File: src/rtl/tnkiii_vram_arbiter.sv
// tnkiii_vram_arbiter
// Shares the video RAM bus among video fetch and two CPUs, one slot at a time.
// A slot is the interval between two clk edges with cen=1 ("slot edges").
// Video has absolute priority. The two CPUs are served round robin. A CPU
// access takes exactly one slot and completes, with an ack pulse, at the
// slot edge that ends it.
//
// Ports
//   clk, reset          system clock, synchronous active-high reset
//   cen                 slot strobe (clock enable for arbitration)
//   vid_slot            video owns the bus in the coming slot
//   a_*/b_*             CPU A / CPU B request: req, we, addr, wdata in;
//                       ack, rdata, wait, starve out
//   vd_in               read data from the shared VRAMs
//   ae, be              CPU A / CPU B owns the bus
//   v_c                 1 = video drives the SRAM address mux
//   va, vd_out, voe, vwe shared bus address, write data, output/write enable
module tnkiii_vram_arbiter #(
  parameter int AW       = 13,
  parameter int DW       = 8,
  parameter int MAX_WAIT = 15
) (
  input  logic          clk,
  input  logic          reset,
  input  logic          cen,
  input  logic          vid_slot,
  input  logic          a_req,
  input  logic          b_req,
  input  logic          a_we,
  input  logic          b_we,
  input  logic [AW-1:0] a_addr,
  input  logic [AW-1:0] b_addr,
  input  logic [DW-1:0] a_wdata,
  input  logic [DW-1:0] b_wdata,
  input  logic [DW-1:0] vd_in,
  output logic          a_ack,
  output logic          b_ack,
  output logic [DW-1:0] a_rdata,
  output logic [DW-1:0] b_rdata,
  output logic          a_wait,
  output logic          b_wait,
  output logic          ae,
  output logic          be,
  output logic          v_c,
  output logic [AW-1:0] va,
  output logic [DW-1:0] vd_out,
  output logic          voe,
  output logic          vwe,
  output logic          a_starve,
  output logic          b_starve
);

  typedef enum logic [1:0] {IDLE, VIDEO, CPU_ACC} state_t;

  localparam logic [3:0] MAX_W = 4'(MAX_WAIT);

  state_t state, state_nxt;

  logic          gnt_b_q;   // side owning the current access (1 = B)
  logic          last_b;    // side granted most recently (1 = B)
  logic          we_q;
  logic [3:0]    a_cnt, b_cnt;
  logic [3:0]    a_cnt_nxt, b_cnt_nxt;

  logic          done_a, done_b;
  logic          a_elig, b_elig;
  logic          pick_b, grant, grant_a, grant_b;
  logic          we_sel;
  logic [AW-1:0] addr_sel;
  logic [DW-1:0] wdata_sel;

  assign a_wait = a_req & ~a_ack;
  assign b_wait = b_req & ~b_ack;

  always_comb begin
    state_nxt = state;
    a_cnt_nxt = a_cnt;
    b_cnt_nxt = b_cnt;

    // The access in flight completes at this slot edge.
    done_a = cen && (state == CPU_ACC) && !gnt_b_q;
    done_b = cen && (state == CPU_ACC) &&  gnt_b_q;

    // A side being acked still holds req this edge; it must not be re-served.
    a_elig = a_req && !done_a;
    b_elig = b_req && !done_b;

    // On a tie, the side that was not granted last wins.
    pick_b  = b_elig && (!a_elig || !last_b);
    grant   = cen && !vid_slot && (a_elig || b_elig);
    grant_a = grant && !pick_b;
    grant_b = grant &&  pick_b;

    we_sel    = pick_b ? b_we    : a_we;
    addr_sel  = pick_b ? b_addr  : a_addr;
    wdata_sel = pick_b ? b_wdata : a_wdata;

    if (cen) begin
      if (vid_slot)
        state_nxt = VIDEO;
      else if (a_elig || b_elig)
        state_nxt = CPU_ACC;
      else
        state_nxt = IDLE;

      // Counters clear on grant or on a dropped request; the completing edge
      // of a side's own access neither counts as waiting nor clears.
      if (!a_req || grant_a)      a_cnt_nxt = 4'd0;
      else if (done_a)            a_cnt_nxt = a_cnt;
      else if (a_cnt != 4'hF)     a_cnt_nxt = a_cnt + 4'd1;

      if (!b_req || grant_b)      b_cnt_nxt = 4'd0;
      else if (done_b)            b_cnt_nxt = b_cnt;
      else if (b_cnt != 4'hF)     b_cnt_nxt = b_cnt + 4'd1;
    end
  end

  always_ff @(posedge clk) begin
    if (reset) state <= IDLE;
    else       state <= state_nxt;
  end

  always_ff @(posedge clk) begin
    if (reset) begin
      ae       <= 1'b0;
      be       <= 1'b0;
      v_c      <= 1'b1;
      voe      <= 1'b0;
      vwe      <= 1'b0;
      va       <= '0;
      vd_out   <= '1;
      a_ack    <= 1'b0;
      b_ack    <= 1'b0;
      a_rdata  <= '1;
      b_rdata  <= '1;
      a_cnt    <= 4'd0;
      b_cnt    <= 4'd0;
      a_starve <= 1'b0;
      b_starve <= 1'b0;
      last_b   <= 1'b1;
      gnt_b_q  <= 1'b0;
      we_q     <= 1'b0;
    end else begin
      // ack is a single-clk pulse even though the slot lasts several clks.
      a_ack <= done_a;
      b_ack <= done_b;
      if (done_a && !we_q) a_rdata <= vd_in;
      if (done_b && !we_q) b_rdata <= vd_in;

      a_cnt    <= a_cnt_nxt;
      b_cnt    <= b_cnt_nxt;
      a_starve <= a_starve | (a_cnt_nxt >= MAX_W);
      b_starve <= b_starve | (b_cnt_nxt >= MAX_W);

      if (cen) begin
        ae  <= grant_a;
        be  <= grant_b;
        v_c <= !grant;
        voe <= grant && !we_sel;
        vwe <= grant &&  we_sel;
        // va/vd_out hold their last values outside CPU slots.
        if (grant) begin
          va      <= addr_sel;
          vd_out  <= wdata_sel;
          we_q    <= we_sel;
          gnt_b_q <= pick_b;
          last_b  <= pick_b;
        end
      end
    end
  end

endmodule

File: config.mk
export PLATFORM = sky130hd
export DESIGN_NAME = tnkiii_vram_arbiter
export DESIGN_NICKNAME = d
export VERILOG_FILES = /design/src/rtl/tnkiii_vram_arbiter.sv
export SDC_FILE = /design/constraint.sdc
export NUM_CORES = 1
export LEC_CHECK = 0
export ABC_AREA = 1
export BUFFER_PORTS_ARGS = -buffer_cell sky130_fd_sc_hd__buf_2
export CORE_UTILIZATION = 35
export CTS_BUF_LIST = sky130_fd_sc_hd__clkbuf_8
export DETAILED_ROUTE_END_ITERATION = 10
export PLACE_DENSITY = 0.67
export SYNTH_ARGS = -nofsm -noshare
export SYNTH_HDL_FRONTEND = slang
export SYNTH_SLANG_ARGS = --single-unit
export TNS_END_PERCENT = 100
File: constraint.sdc
create_clock -name clk -period 1.7 [get_ports clk]
set_input_delay 0.17 -clock clk [delete_from_list [all_inputs] [get_ports clk]]
set_output_delay 0.17 -clock clk [all_outputs]
set_load 0.02 [all_outputs]
==> flow_metrics.tcl <==
set metrics [dict create \
    status "complete, no violations" \
    syn_nets 410 \
    period_share_pct 87.9 \
    synth-edff-count 0 \
    cp_common_cell "nand3_2" \
    postSynthAreaPerCell_sq_um 7.30 \
    path_max_fanout 21 \
    relSlewSlack_pct 63.1 \
    reg2reg_setup_slack_ns 0.21 \
    p_per_area_mw_per_mm2 942 \
    dr.pass1.iters 5 \
    wire_per_inst_um 11.7 \
    hold_violations 0 \
    finish.utilization_pct 49.2 \
    yosysSeqAreaShare_pct 46.2 \
    gp_congestion 0.805 \
    drive_gt1_share_pct 32.5 \
    grt_first_pass_wirelength_um 10900 \
    vias_per_cell 4.63 \
    tightest_slew_ns 0.550 \
    crit_type "flop to flop" \
    slowest_stage "dfxtp_1" \
    cts-hold-fix-buffers 0 \
    clk_latency_ns 0.33 \
    htree_num_levels 3 \
    area_growth_pct 33.0 \
    clkPwrFrac_pct 41.9 \
    setup_tns_ns 0 \
    port_buffers 105 \
    finalNetCount 517 \
    netlist_area_sq_mm 0.00255 \
    grt.met1_usage_pct 23.3 \
    dr_total_vias 2585 \
    timing.clock.skew_ns 0.00471 \
    hp-class "input port to flop" \
    cts.sinks 59 \
    critPathTopFamily "simple AND/OR/NAND/NOR gates" \
    initialDrtViolationCount 80 \
    async_reset_ff_share_pct 0 \
    core_sq_mm 0.00691 \
    rsz0062_at_grt "false" \
    track_usage_pct 18.4 \
    start_kind "flop" \
    leakage_nw 1.61 \
    endpoint_kind "flop" \
    die_w_um 87.4 \
    pwr-share-seq_pct 46.1 \
    diodes 0 \
    drt-total-wl_um 6550 \
    drv_slew 0 \
    grt-ovfl-total 0 \
    critPathBufInv 2 \
    p_int_mw 2.40 \
    drc 0 \
    fin_crit_ns 1.49 \
    numCtsBuffers 9 \
    yosysUniqueCellTypes 32 \
    p_sw_share_pct 25.1 \
    cp.required_ns 1.92 \
    slowest_delay_ns 0.40 \
    use_met2_pct 29.8 \
    hpwl_um 4770 \
    comb_power_share_pct 12.0 \
    path_cells "inv_1 -> nand2_4 -> nand3_2 -> nand3_2 -> clkinv_2 -> nand2_1 -> a31oi_1" \
    die_y_um 87.4 \
    max_freq_ghz 0.669 \
    synth-seq-cells 59 \
    cts_tree "built" \
    post-cts-setup-buffer-count 0 \
    yosys_warnings 0 \
    use_met3_pct 4.64 \
    synthCells 350 \
    grt_max_degree 25 \
    clk_pin_slew_worst_paths_ns 0.06 \
    ant_nets 0 \
    grt_pass1_vias 2338 \
    ys.flop_type "dfxtp_1" \
    ctsResizeCount 0 \
    clk_path_buf_depth 2 \
    root_buffer "clkbuf_8" \
    cp.arrival_ns 1.71 \
    switchingPower_mw 0.805 \
    setup_ws_ns 0.205 \
    ir_worst_vdd_mv 0.460 \
    top_usage_layer "met2" \
    rows 30 \
    io_pins 106 \
    setup_violations 0 \
    antenna_found_initial 0 \
    drv_cap 0 \
    die_area_sq_mm 0.00765 \
    start_util_pct 37.0 \
    post-place-ws_ns 0.0954 \
]
[stage by stage]
step | total power, mW | cells | hold slack (ns) | instance area, sq um
floorplan | 1.73 | 350 | 0.283 | 2550
global placement | 1.88 | 542 | 0.373 | 3180
detailed placement | 1.89 | 542 | 0.379 | 3180
CTS | 3.24 | 558 | 0.0258 | 3380
global route | 3.36 | 558 | 0.0304 | 3400
finish | 3.20 | 558 | 0.0375 | 3400
[sequential cells by signal (all words and copies together), names as in the netlist, 2 cells and up]
signal,flops
state,2
b_rdata,8
vd_out,8
a_cnt,4
b_cnt,4
a_rdata,8
va,13
[metal layers]
layer | wire, um | part of all wire [%] | vias up
met5 | 0 | 0 | -
met4 | 104 | 1.6 | 0
met3 | 364 | 5.6 | 12
met2 | 3040 | 46 | 85
met1 | 3040 | 46 | 1147
li1 | - | - | 1341
[worst reg2reg max path: stages, from the launching register on]
cell and delay, ns:
dfxtp_1 0.40, inv_1 0.09, nand2_4 0.13, nand3_2 0.11, nand3_2 0.14, clkinv_2 0.27
nand2_1 0.17, a31oi_1 0.08
[placed cells by master, fill, tap and decap left out, types with 4 or more instances in the layout]
master / count
buf_4: 5
nor2_1: 21
clkbuf_8: 9
inv_1: 21
nand3_1: 33
nand2_2: 5
a31oi_1: 13
a21oi_1: 20
o21ai_0: 4
nand2_1: 130
dfxtp_1: 56
buf_2: 105
[final cells by class]
cell class,instances,area (sq um)
clock buffers,9,124
clock inverters,7,85.1
fillers,711,3510
inverters,25,97.6
multi-input cells,251,1200
flip-flops and latches,59,1180
well taps,96,120
repair buffers,111,583
[power groups by stage]
stage | Sequential, mW | Combinational [mW] | Clock [mW]
final | 1.48 | 0.385 | 1.34
after CTS | 1.47 | 0.386 | 1.38
after detailed placement | 1.50 | 0.385 | 0
after global routing | 1.48 | 0.429 | 1.45
after floorplan | 1.55 | 0.178 | 0
after global placement | 1.50 | 0.379 | 0
[logic make-up (layout without fill, tap and decap cells)]
| kind of cell | after synthesis | count (layout) | synth area share [%] |
|---|---|---|---|
| flops | 59 | 59 | 46.2 |
| mux | 1 | 1 | 0.392 |
| fa+ha+maj | 2 | 2 | 0.979 |
| buf+inv | 40 | 152 | 6.91 |
| compound gates | 42 | 42 | 9.21 |
| xor+xnor | 4 | 4 | 1.37 |
| simple gates | 202 | 202 | 34.9 |
[worst paths after layout]
path	start	end	cells after the start
worst min register to register	b_starve$_SDFF_PP0_	b_starve$_SDFF_PP0_	2
worst max register to register	gnt_b_q$_SDFFE_PP0P_	va[7]$_SDFFE_PP0P_	7
worst min-delay path	a_wdata[4]	vd_out[4]$_SDFFE_PP1P_	3
worst max-delay path	gnt_b_q$_SDFFE_PP0P_	va[7]$_SDFFE_PP0P_	7
[Yosys cell counts (2+ instances only)]
cell type	instances	share of area, %
inv_2	5	0.73
nand3_2	2	0.78
o21ai_0	4	0.78
nand3_1	33	6.5
buf_2	3	0.59
nand2_1	130	19
nor2_4	2	0.88
a21oi_1	21	4.1
nor2_2	2	0.49
xnor2_1	2	0.69
ha_1	2	0.98
nand4_1	2	0.49
xor2_1	2	0.69
clkbuf_1	7	1.0
inv_1	19	2.8
buf_4	4	1.2
a31oi_1	13	3.2
dfxtp_1	59	46
nand2_2	5	1.2
nor2_1	21	3.1
Note: power is estimated with default switching activity, not from simulation.
